<file path="src/rtl/kb_pkg.sv">
// rtl/kb_pkg.sv - shared scan-code constants, move encodings and state types
// Optional feature macro: KB_KEYPAD_EN (numeric keypad digits in digit_of).
package kb_pkg;

    localparam logic [7:0] SC_BREAK = 8'hF0;
    localparam logic [7:0] SC_EXT   = 8'hE0;
    localparam logic [7:0] SC_ENTER = 8'h5A;
    localparam logic [7:0] SC_BKSP  = 8'h66;
    localparam logic [7:0] SC_X     = 8'h22;
    localparam logic [7:0] SC_O     = 8'h44;
    localparam logic [7:0] SC_1     = 8'h16;
    localparam logic [7:0] SC_2     = 8'h1E;
    localparam logic [7:0] SC_3     = 8'h26;
    localparam logic [7:0] SC_4     = 8'h25;
    localparam logic [7:0] SC_5     = 8'h2E;
    localparam logic [7:0] SC_6     = 8'h36;
    localparam logic [7:0] SC_7     = 8'h3D;
    localparam logic [7:0] SC_8     = 8'h3E;
    localparam logic [7:0] SC_9     = 8'h46;

    localparam logic [1:0] MV_NONE = 2'b00;
    localparam logic [1:0] MV_X    = 2'b01;
    localparam logic [1:0] MV_O    = 2'b10;

    typedef enum logic [2:0] {
        ST_COLLECT,
        ST_POS_HI,
        ST_POS_LO,
        ST_MOV_HI,
        ST_MOV_LO
    } seq_state_t;

    typedef enum logic [1:0] {
        DEC_NORMAL,
        DEC_BREAK,
        DEC_EXT
    } dec_state_t;

    // Cell number for a digit make code, 0 when the code is not a digit.
    function automatic logic [3:0] digit_of(input logic [7:0] code);
        logic [3:0] d;
        case (code)
            SC_1:  d = 4'd1;
            SC_2:  d = 4'd2;
            SC_3:  d = 4'd3;
            SC_4:  d = 4'd4;
            SC_5:  d = 4'd5;
            SC_6:  d = 4'd6;
            SC_7:  d = 4'd7;
            SC_8:  d = 4'd8;
            SC_9:  d = 4'd9;
`ifdef KB_KEYPAD_EN
            8'h69: d = 4'd1;
            8'h72: d = 4'd2;
            8'h7A: d = 4'd3;
            8'h6B: d = 4'd4;
            8'h73: d = 4'd5;
            8'h74: d = 4'd6;
            8'h6C: d = 4'd7;
            8'h75: d = 4'd8;
            8'h7D: d = 4'd9;
`endif
            default: d = 4'd0;
        endcase
        return d;
    endfunction

endpackage

</file>
<file path="src/rtl/kb_make_decoder.sv">
// rtl/kb_make_decoder.sv - PS/2 set-2 prefix tracker and make-code lookup
// Optional feature macro: KB_KEYPAD_EN (E0 5A keypad Enter acts as Enter).
// Ports: clock, reset (async high); scan_code/scan_code_ready in;
//        one-cycle strobes digit_vld/digit, x_vld, o_vld, bksp_vld, enter_vld out
//        (combinational, same cycle as scan_code_ready).
module kb_make_decoder
    import kb_pkg::*;
(
    input  logic       clock,
    input  logic       reset,
    input  logic [7:0] scan_code,
    input  logic       scan_code_ready,
    output logic       digit_vld,
    output logic [3:0] digit,
    output logic       x_vld,
    output logic       o_vld,
    output logic       bksp_vld,
    output logic       enter_vld
);

    dec_state_t state_q, state_d;

    always_ff @(posedge clock or posedge reset) begin
        if (reset) state_q <= DEC_NORMAL;
        else       state_q <= state_d;
    end

    always_comb begin
        state_d   = state_q;
        digit_vld = 1'b0;
        digit     = 4'd0;
        x_vld     = 1'b0;
        o_vld     = 1'b0;
        bksp_vld  = 1'b0;
        enter_vld = 1'b0;
        if (scan_code_ready) begin
            case (state_q)
                DEC_NORMAL: begin
                    if (scan_code == SC_BREAK) begin
                        state_d = DEC_BREAK;
                    end else if (scan_code == SC_EXT) begin
                        state_d = DEC_EXT;
                    end else begin
                        digit     = digit_of(scan_code);
                        digit_vld = (digit != 4'd0);
                        x_vld     = (scan_code == SC_X);
                        o_vld     = (scan_code == SC_O);
                        bksp_vld  = (scan_code == SC_BKSP);
                        enter_vld = (scan_code == SC_ENTER);
                    end
                end
                // The released key's code carries no information.
                DEC_BREAK: state_d = DEC_NORMAL;
                DEC_EXT: begin
                    if (scan_code == SC_BREAK) begin
                        state_d = DEC_BREAK;
                    end else begin
                        state_d = DEC_NORMAL;
`ifdef KB_KEYPAD_EN
                        enter_vld = (scan_code == SC_ENTER);
`endif
                    end
                end
                default: state_d = DEC_NORMAL;
            endcase
        end
    end

endmodule

</file>
<file path="src/rtl/kb_move_sequencer.sv">
// rtl/kb_move_sequencer.sv - keyboard move entry and timed go-strobe replay
// Optional feature macro: KB_KEYPAD_EN (keypad digits and keypad Enter).
// Ports: clock, reset (async high); scan_code, scan_code_ready in;
//        move, pos, go, busy to control/datapath; pend_pos, pend_move for
//        display; reject pulses one cycle when Enter is refused.
module kb_move_sequencer
    import kb_pkg::*;
#(
    parameter int GO_HOLD = 4,
    parameter int GO_GAP  = 4
) (
    input  logic       clock,
    input  logic       reset,
    input  logic [7:0] scan_code,
    input  logic       scan_code_ready,
    output logic [1:0] move,
    output logic [3:0] pos,
    output logic       go,
    output logic       busy,
    output logic [3:0] pend_pos,
    output logic [1:0] pend_move,
    output logic       reject
);

    localparam int CMAX = (GO_HOLD > GO_GAP) ? GO_HOLD : GO_GAP;
    localparam int CW   = $clog2(CMAX) + 1;
    localparam logic [CW-1:0] HOLD_LD = CW'(GO_HOLD - 1);
    localparam logic [CW-1:0] GAP_LD  = CW'(GO_GAP - 1);

    logic       digit_vld, x_vld, o_vld, bksp_vld, enter_vld;
    logic [3:0] digit;

    kb_make_decoder u_dec (
        .clock           (clock),
        .reset           (reset),
        .scan_code       (scan_code),
        .scan_code_ready (scan_code_ready),
        .digit_vld       (digit_vld),
        .digit           (digit),
        .x_vld           (x_vld),
        .o_vld           (o_vld),
        .bksp_vld        (bksp_vld),
        .enter_vld       (enter_vld)
    );

    seq_state_t    state_q, state_d;
    logic [CW-1:0] cnt_q, cnt_d;
    logic [3:0]    pend_pos_d, pos_d;
    logic [1:0]    pend_move_d, move_d;
    logic          go_d, busy_d, reject_d;
    logic          last;

    // Counter is loaded with length-1 on entry; the phase ends when it hits 0.
    assign last = (cnt_q == '0);

    always_comb begin
        state_d     = state_q;
        cnt_d       = cnt_q;
        pend_pos_d  = pend_pos;
        pend_move_d = pend_move;
        reject_d    = 1'b0;
        if (state_q != ST_COLLECT) cnt_d = cnt_q - CW'(1);
        case (state_q)
            ST_COLLECT: begin
                // Only this state accepts edits; replay ignores make codes.
                if (digit_vld) pend_pos_d = digit;
                if (x_vld)     pend_move_d = MV_X;
                if (o_vld)     pend_move_d = MV_O;
                if (bksp_vld) begin
                    if (pend_move != MV_NONE) pend_move_d = MV_NONE;
                    else                      pend_pos_d  = 4'd0;
                end
                if (enter_vld) begin
                    if (pend_pos != 4'd0 && pend_move != MV_NONE) begin
                        state_d = ST_POS_HI;
                        cnt_d   = HOLD_LD;
                    end else begin
                        reject_d = 1'b1;
                    end
                end
            end
            ST_POS_HI: if (last) begin state_d = ST_POS_LO; cnt_d = GAP_LD;  end
            ST_POS_LO: if (last) begin state_d = ST_MOV_HI; cnt_d = HOLD_LD; end
            ST_MOV_HI: if (last) begin state_d = ST_MOV_LO; cnt_d = GAP_LD;  end
            ST_MOV_LO: if (last) begin
                state_d     = ST_COLLECT;
                cnt_d       = '0;
                pend_pos_d  = 4'd0;
                pend_move_d = MV_NONE;
            end
            default: begin
                state_d = ST_COLLECT;
                cnt_d   = '0;
            end
        endcase
    end

    // Outputs are registered from the next state so go rises the cycle after Enter.
    always_comb begin
        go_d   = (state_d == ST_POS_HI) || (state_d == ST_MOV_HI);
        busy_d = (state_d != ST_COLLECT);
        pos_d  = busy_d ? pend_pos : 4'd0;
        move_d = ((state_d == ST_MOV_HI) || (state_d == ST_MOV_LO)) ? pend_move : MV_NONE;
    end

    always_ff @(posedge clock or posedge reset) begin
        if (reset) begin
            state_q   <= ST_COLLECT;
            cnt_q     <= '0;
            pend_pos  <= 4'd0;
            pend_move <= MV_NONE;
            reject    <= 1'b0;
            go        <= 1'b0;
            busy      <= 1'b0;
            pos       <= 4'd0;
            move      <= MV_NONE;
        end else begin
            state_q   <= state_d;
            cnt_q     <= cnt_d;
            pend_pos  <= pend_pos_d;
            pend_move <= pend_move_d;
            reject    <= reject_d;
            go        <= go_d;
            busy      <= busy_d;
            pos       <= pos_d;
            move      <= move_d;
        end
    end

endmodule

</file>
<file path="config.mk">
export PLATFORM = sky130hd
export DESIGN_NAME = kb_move_sequencer
export DESIGN_NICKNAME = d
export VERILOG_FILES = /design/src/rtl/kb_pkg.sv /design/src/rtl/kb_make_decoder.sv /design/src/rtl/kb_move_sequencer.sv
export SDC_FILE = /design/constraint.sdc
export NUM_CORES = 1
export LEC_CHECK = 0
export ABC_AREA = 1
export CORE_MARGIN = 8
export CORE_UTILIZATION = 35
export CTS_CLUSTER_SIZE = 30
export DETAILED_ROUTE_END_ITERATION = 12
export SLEW_MARGIN = 20
export SYNTH_ARGS = -nofsm -noshare
export SYNTH_HDL_FRONTEND = slang
export SYNTH_SLANG_ARGS = --single-unit
</file>
<file path="constraint.sdc">
create_clock -name clock -period 1.7 [get_ports clock]
set_input_delay 0.17 -clock clock [delete_from_list [all_inputs] [get_ports clock]]
set_output_delay 0.17 -clock clock [all_outputs]
set_load 0.05 [all_outputs]
</file>
## Word-level counts from Yosys, hierarchy flattened

Index checks and enable logic that the tools add are counted.
Widths: inputs -> output; s select.

| word-level totals | value |
|---|---|
| output and inout bits | 15 |
| word-level logic and storage cells | 113 |
| register bits | 23 |
| bits of input ports | 11 |

| operators by class | value |
|---|---|
| add/sub/neg operators | 1 |
| reduce and logical (&&, ||, !) cells | 15 |
| equality and inequality tests | 25 |
| muxes and demuxes | 62 |

Operator list:

| operator | number |
|---|---|
| $eq 8x6->1 const B | 7 |
| $mux 4 | 13 |
| $pmux 4 s9 | 1 |
| $mux 3 | 11 |
| $eq 8x7->1 const B | 4 |
| $mux 1 | 24 |
| $eq 8x5->1 const B | 2 |
| $eq 8x8->1 const B | 2 |
| $mux 2 | 8 |
| $pmux 3 s5 | 1 |
| $eq 3x2->1 const B | 3 |
| $pmux 3 s3 | 1 |
| $pmux 2 s2 | 2 |
| $pmux 4 s2 | 1 |
| $reduce_bool 4->1 | 2 |
| $eq 3x1->1 const B | 2 |
| $eq 3x3->1 const B | 2 |
| $logic_not 3->1 | 2 |
| $reduce_bool 3->1 | 2 |
| $reduce_and 2->1 | 2 |
| $reduce_bool 2->1 | 2 |
| $ne 3x1->1 const B | 1 |
| $reduce_or 3->1 | 1 |
| $sub 3x1->3 const B | 1 |
| 5 further kinds | 6 |

## Depth between registers and ports, before layout

Gate-level depths: netlist (run 1).

| depth | value |
|---|---|
| depth in word-level cells | 15 |
| gate-level depth with buffers | 11 |
| depth with buffers taken out | 11 |

## By module

From an unflattened synthesis (run 1), not the netlist that was laid out.

| unflattened totals | value |
|---|---|
| cells, all modules | 207 |
| area total of the unflattened synthesis | 1431.4 um^2 |

By module, submodules not included:

| module | area an instance (um^2) | cells each | sequential area each (um^2) | times used |
|---|---|---|---|---|
| kb_move_sequencer | 980.9 | 110 | 525.5 | 1 |
| kb_make_decoder | 450.4 | 97 | 50.0 | 1 |

## Worst setup path after synthesis (run 1)

OpenSTA, ideal clock, no wires.

| timing path | value |
|---|---|
| path kind | reg2reg |
| from | register cnt_q[0] |
| to | register pos[1] |
| required time | 1.584 ns |
| period minus slack after synthesis | 1.562 ns |
| data arrival time | 1.446 ns |
| path buffers | 0 |
| slack | 0.138 ns |
| cell stages (with the launch flop) | 12 |
| setup time | 0.116 ns |
| path through | dfrtp_1 > inv_1 > ha_1 > inv_1 > nor2_2 > nand2_1 > o21ai_0 > a21oi_2 > nor2_2 > nand2_4 > nand2_1 > inv_1 |

| between the ends | value |
|---|---|
| word-level cells in the longest chain between the ends | 5 |
| elaborated cells between the ends (all ways) | 8 |
| those cells by class | mux (6); reduce/logical (2) |

Ends and longest elaborated chain:

| item | line | source |
|---|---|---|
| start, declared | kb_move_sequencer.sv:47 | `logic [CW-1:0] cnt_q, cnt_d;` |
| start signal, assigned | kb_move_sequencer.sv:119 | `cnt_q <= cnt_d;` |
| $logic_not 3->1 * | kb_move_sequencer.sv:54 | `assign last = (cnt_q == '0);` |
| $mux 3 (on tied branches) | - |  |
| $pmux 3 s5 * | kb_move_sequencer.sv:63 | `case (state_q)` |
| via state_d[1] | kb_move_sequencer.sv:46 | `seq_state_t state_q, state_d;` |
| $reduce_bool 3->1 * | kb_move_sequencer.sv:101 | `busy_d = (state_d != ST_COLLECT);` |
| via busy_d | kb_move_sequencer.sv:50 | `logic go_d, busy_d, reject_d;` |
| $mux 4 * | kb_move_sequencer.sv:102 | `pos_d = busy_d ? pend_pos : 4'd0;` |
| via pos_d[1] | kb_move_sequencer.sv:48 | `logic [3:0] pend_pos_d, pos_d;` |
| end signal, assigned | kb_move_sequencer.sv:125 | `pos <= pos_d;` |
| end, declared | kb_move_sequencer.sv:17 | `output logic [3:0] pos,` |

The timed path passes the listed nets; every way through them passes the cells marked *.
A chain may end at the register's enable or synchronous reset.

## Final worst setup path (run 1)

| timing path | value |
|---|---|
| from | register cnt_q[1] |
| to | register move[1] |

| between the ends | value |
|---|---|
| word-level cells in the longest chain between the ends | 6 |
| elaborated cells between the ends (all ways) | 10 |
| those cells by class | eq/ne (2); mux (6); reduce/logical (2) |

Ends and longest elaborated chain:

| item | line | source |
|---|---|---|
| $logic_not 3->1 * | kb_move_sequencer.sv:54 |  |
| $mux 3 (on tied branches) | - |  |
| $pmux 3 s5 * | kb_move_sequencer.sv:63 |  |
| via state_d[1] | kb_move_sequencer.sv:46 |  |
| $eq 3x2->1 / $eq 3x3->1 (equally long branches) | kb_move_sequencer.sv:103 | `move_d = ((state_d == ST_MOV_HI) \|\| (state_d == ST_MOV_LO)) ? pend_move : MV_NONE;` |
| $logic_or 1x1->1 * | kb_move_sequencer.sv:103 |  |
| $mux 2 * | kb_move_sequencer.sv:103 |  |
| via move_d[1] | kb_move_sequencer.sv:49 | `logic [1:0] pend_move_d, move_d;` |
| end signal, assigned | kb_move_sequencer.sv:126 | `move <= move_d;` |
| end, declared | kb_move_sequencer.sv:16 | `output logic [1:0] move,` |

Marked as above.

==> results of run 1 <==
kinds of logic (layout without fill, tap and decap cells):
logic type	count (synthesis)	after routing	share of synthesized area, %
DFF	23	23	40.89
buffers and inverters	39	83	10.40
adders and majority gates	2	2	1.777
and+or+nand+nor	110	110	36.80
AOI/OAI and AO/OA	25	25	10.13
synthesized netlist by cell type (3+ instances only):
cell type / count / share of area (%)
nand2_1: 47 / 13
inv_1: 35 / 9.3
nor2_1: 28 / 7.5
dfrtp_1: 23 / 41
nand3_1: 17 / 6.0
a21oi_1: 11 / 3.9
o21ai_0: 5 / 1.8
inv_2: 4 / 1.1
nand2_4: 3 / 2.4
nor2_2: 3 / 1.3
nor3_1: 3 / 1.1
state kept, by name (all words and copies together) (netlist names):
name,flops
reject,1
pend_pos,4
u_dec.state_q,2
go,1
cnt_q,3
move,2
busy,1
state_q,3
pend_move,2
pos,4
report_power, final:
part / switching [uW] / internal [uW] / total, uW / leakage [uW]
Combinational: 998 / 527 / 1520 / 0.000647
Sequential: 141 / 724 / 864 / 0.000306
Clock: 165 / 167 / 332 / 0.0000228
per-layer routing:
layer	vias to the layer above	global-route usage, %	wire length [um]
met5	-	0	0
met4	0	4.815	44
met3	4	1.577	101
met2	25	19.15	1493
met1	602	12.44	1444
li1	709	-	-
cell type report:
type                            count  area, um^2  area share [%]
Multi-Input combinational cell    137       698.2           37.22
Sequential cell                    23       575.6           30.69
Timing Repair Buffer               40       347.8           18.55
Inverter                           39       146.4           7.805
Tap cell                           50       62.56           3.336
Clock buffer                        4       45.04           2.402
through the flow:
stage	setup TNS [ps]	worst slack [ps]	hold WS, ps	cells
floorplan	0	138.1	171.9	199
detailed placement	-529.7	-67.37	488.3	288
global route	-6.724	-4.239	287.5	293
finish	0	126.8	246.5	293
CTS	0	6.814	261.5	292
global placement	-726.0	-93.69	466.0	288
worst paths after layout:
kind | depth (start not counted) | slack, ps | start | to
max | 9 | 130 | cnt_q[1] | move[1]
min | 3 | 250 | reset | pos[3]
max reg2reg | 9 | 130 | cnt_q[1] | move[1]
min reg2reg | 2 | 500 | u_dec.state_q[1] | u_dec.state_q[1]
max in group asynchronous | 3 | 1230 | reset | cnt_q[1]
min in group clock | 2 | 500 | u_dec.state_q[1] | u_dec.state_q[1]
repair_timing:
action	4_1_cts	5_1_grt
endpoints found under the setup margin	0	15
setup buffers	0	1
hold buffers	0	0
gates resized for setup	0	5
critical path, delay by kind of cell, from the launching register on:
kind	cells	cell delay [ps]
AO/OA/AOI/OAI	2	310
flip-flops	1	380
adder cells (fa/ha/maj)	1	140
AND/OR/NAND/NOR	3	400
buffers and inverters	3	280
layout by cell type (no fill, tap or decap), drive strengths merged:
cell type,netlist,final
inv,39,39
o31ai,1,1
nor3b,1,1
nor3,4,4
o221ai,1,1
clkdlybuf4s50,0,19
o21ai,7,7
ha,2,2
clkbuf,0,4
nor2,32,32
buf,0,21
nand4,2,2
o22ai,2,2
nand2,52,52
nand3,18,18
dfrtp,23,23
a21oi,12,12
and2,1,1
o21bai,1,1
a21boi,1,1
==> summary.txt, run 1 <==
Setup path
  – Worst setup SP type: flop
  – Cell chain of the critical path: inv_1 > ha_1 > inv_1 > nor2_4 > nand2_1 > buf_4 > a21oi_2 > a21oi_1 > nor2_1
  – Most common cell on crit path: inv_1
  – Worst path slowest cell: dfrtp_1
  – CP Capture Type: flop
  – Worst EP arrival: 1760 ps
  – CP Class: reg -> reg
  – CP max FO: 7
  – CP required: 1880 ps
  – CP max stage delay: 380 ps

CTS
  – Sink Count: 23
  – Clock root buffer: clkbuf_8
  – H-tree depth: 1
  – TritonCTS clock tree: yes
  – Clk_lat worst skew: 260 ps
  – TritonCTS buffer count: 3
  – Worst-path clk slew: 80 ps
  – Bufs on Longest Clock Path: 2

Detailed routing
  – Vias: 1,340
  – Vias per cell: 4.573
  – Wire per inst: 10.53 um
  – Drt first pass iters: 4
  – Drt first-iter violations: 63
  – # DRC: 0
  – Antenna Nets Post-Route: 0
  – Total wire length: 3085 um

Global route
  – First-pass GRT wire length: 5575 um
  – Vias in the first global route: 1,371
  – GR Util All Layers: 10.77%
  – Overflow after GRT: 0
  – Largest net degree at the start of global routing: 24
  – Initial antenna violation count: 0

Placed design
  – Input/output buffers: 25
  – Cell Area, Placed: 1810 um^2
  – GPL Wtd Cong: 0.7872
  – Post-DP HPWL: 2533 um

STA
  – Unrepaired setup endpoints after global routing: yes
  – Final setup violating endpoints: 0
  – Max-Slew Margin vs Limit: 65.92%
  – Max Clk Rate: 635.7 MHz
  – Worst slew pin tran: 509.6 ps
  – Final Hold Viols: 0
  – Clock Skew: 3.095 ps
  – Crit share post-route: 92.54%
  – Slew Limit Fails: 0
  – Min Tclk post-route: 1573 ps

Floorplanning
  – Chip height: 79.42 um
  – CORE AREA: 3943 um^2
  – Die W: 79.42 um
  – Initial Util: 35.70%
  – Row cnt: 23
  – # IOs: 26
  – Die area: 6307 um^2

Final layout
  – Layout cells sized above 1: 17.28%
  – Fill cell count: 419
  – Final #Nets: 257
  – Design area: 1876 um^2
  – Synth-to-Final Area Change: 33.24%
  – Core Util, Final: 47.57%
  – Antenna Cells: 0

Hold path
  – Hold crit path type: in -> async

Logic synthesis
  – Netlist Area Pre-Place: 1408 um^2
  – Post-Syn Instances: 199
  – Part of the Yosys area used for sequential elements: 40.89%
  – Synth unique cells: 26
  – Synthesis-stage register bit count: 23
  – EDFF count, synth: 0
  – Fraction of registers with async set/reset: 100.0%
  – Post-synth top flop: dfrtp_1
  – Avg Cell Area, Syn: 7.073 um^2
  – Post-Syn Nets: 212
  – Synth warnings: 0

Flow run
  – Max Cap Viol: 0

Power
  – Peak supply drop: 0.4305 mV
  – Total Power: 2721 uW
  – Leak pwr: 0.0009764 uW
  – Power Dens Cells: 1451 nW/um^2

Outcome
  – Run status: complete, no violations
Power figures use the tool's default switching activity.
==> inputs of run 2 (changes only) <==
--- a/config.mk
+++ b/config.mk
@@ -10,6 +10,8 @@
 export CORE_UTILIZATION = 35
 export CTS_CLUSTER_SIZE = 30
 export DETAILED_ROUTE_END_ITERATION = 12
+export MAX_ROUTING_LAYER = met4
+export SETUP_SLACK_MARGIN = 0.5
 export SLEW_MARGIN = 20
 export SYNTH_ARGS = -nofsm -noshare
 export SYNTH_HDL_FRONTEND = slang
==> summary.txt, run 2 (synthesis results as in run 1) <==
Detailed routing
  – # DRC: 0
  – Vias: 1,411
  – Drt first pass iters: 4
  – Uppermost layer routed: met4
  – Vias per cell: 4.626
  – Met2 wire length: 1818 um
  – Antenna Nets Post-Route: 0
  – Drt first-iter violations: 59
  – Wire per inst: 11.85 um
  – M1 WL: 1609 um
  – Met3 routed WL: 104 um
  – Total wire length: 3613 um

STA
  – Crit share post-route: 93.19%
  – Slew Limit Fails: 0
  – Clock Skew: 5.892 ps
  – Final setup violating endpoints: 0
  – Final Hold Viols: 0
  – Unrepaired setup endpoints after global routing: yes
  – Min Tclk post-route: 1584 ps
  – Setup ws final: 115.8 ps
  – Max Clk Rate: 631.2 MHz
  – Setup TNS Final: 0 ps
  – Worst slew pin tran: 294.8 ps
  – Fin Hold WS: 242.3 ps
  – Max-Slew Margin vs Limit: 80.35%

Setup path
  – CP max stage delay: 400 ps
  – CP max FO: 7
  – Worst setup SP type: flop
  – Worst path slowest cell: dfrtp_1
  – CP Capture Type: flop
  – CP required: 1860 ps
  – R2R setup slack: 120 ps
  – Cell chain of the critical path: inv_2 > ha_4 > inv_2 > nor2_4 > nand2_4 > o21ai_4 > a21oi_4 > nor2_4 > nand2_4 > nand2_1 > inv_1
  – CP Class: reg -> reg
  – Worst EP arrival: 1750 ps

Global route
  – Vias in the first global route: 1,467
  – Largest net degree at the start of global routing: 24
  – Initial antenna violation count: 0
  – GR Util All Layers: 12.01%
  – Overflow after GRT: 0
  – First-pass GRT wire length: 6141 um

Floorplanning
  – Initial Util: 35.70%
  – Die area: 6307 um^2
  – Row cnt: 23
  – Chip height: 79.42 um
  – CORE AREA: 3943 um^2
  – Die W: 79.42 um
  – # IOs: 26

CTS
  – TritonCTS buffer count: 3
  – H-tree depth: 1
  – Worst-path clk slew: 80 ps
  – Clk_lat worst skew: 270 ps
  – Clock root buffer: clkbuf_8
  – Sink Count: 23
  – Bufs on Longest Clock Path: 2
  – TritonCTS clock tree: yes

Placed design
  – Post-placement setup slack: -136.0 ps
  – Input/output buffers: 25
  – Post-DP HPWL: 2507 um
  – GPL Wtd Cong: 0.8648
  – Post-placement cell count: 285

Final layout
  – Most common cell after layout, fill and taps aside: nand2_1
  – Regs by FF count: pend_pos (4), pos (4)
  – Synth-to-Final Area Change: 51.73%
  – Most frequent cells in the layout: nand2_1 (38), buf_4 (30), inv_1 (28), nor2_1 (19)
  – Post-route non-filler standard cell count: 305
  – Antenna Cells: 0
  – Final #Nets: 269
  – Layout cells sized above 1: 41.18%

Hold path
  – Hold crit path type: in -> async

Power
  – Leak pwr: 0.001077 uW
  – Power Dens Cells: 1587 nW/um^2
  – Peak supply drop: 0.5351 mV

Flow run
  – Max Cap Viol: 0

Outcome
  – Run status: complete, no violations
## run 2: cell count changes in the layout (fill, tap and decap cells not counted), moves of 9 or more
| cell | previous run | this run |
|---|---|---|
| nand2_1 | 47 | 38 |
| clkdlybuf4s15_2 | 0 | 9 |
| nor2_1 | 28 | 19 |
| clkdlybuf4s50_1 | 19 | 2 |
| buf_4 | 21 | 30 |
## run 2: critical path, delay by kind of cell, from the launching register on
family                   cells  cell delay, ps
adder cells (fa/ha/maj)      1             120
buffers and inverters        3             160
flip-flops                   1             400
AO/OA/AOI/OAI                2             230
AND/OR/NAND/NOR              5             570
## run 2: what timing repair did
| action | in CTS | in global routing |
|---|---|---|
| setup endpoints to repair | 32 | 23 |
| hold buffers | 0 | 0 |
| gates resized for setup | 55 | 26 |
| setup buffers | 10 | 6 |
| pin swaps | 12 | 11 |
## run 2: through the flow
| step | utilization [%] | instance area, um^2 | power [uW] |
|---|---|---|---|
| after detailed placement | 46.27 | 1824 | 2408 |
| after CTS | 50.75 | 2001 | 2983 |
| final | 54.17 | 2136 | 3389 |
| after global routing | 54.17 | 2136 | 3628 |
| after floorplan | - | 1444 | 2005 |
| after global placement | 46.27 | 1824 | 2394 |
## run 2: worst paths after layout
path                              start           to  cells past startpoint
max                            cnt_q[1]       pos[3]                     11
min                               reset       reject                      3
max reg2reg                    cnt_q[1]       pos[3]                     11
min reg2reg                 pend_pos[2]  pend_pos[2]                      2
max in group asynchronous         reset  pend_pos[0]                      3
min in group clock         scan_code[0]       reject                      6
## run 2: layer usage
metal	up-vias	GRT usage (%)
met5	-	-
met3	6	0.7883
met2	32	21.20
li1	735	-
met4	0	5.556
met1	638	13.54
## run 2: area by class of cell
type / count / area (um^2)
clock buffer: 4 / 45.04
fill: 367 / 1807
inverter: 39 / 151.4
multi-input combinational: 137 / 840.8
sequential: 23 / 584.3
tap: 50 / 62.56
timing repair buffer: 52 / 451.7
## run 2: power by group
part	switching, uW	total (uW)	internal (uW)
sequential	166	901	736
clock	177	345	167
combinational	1280	2140	859
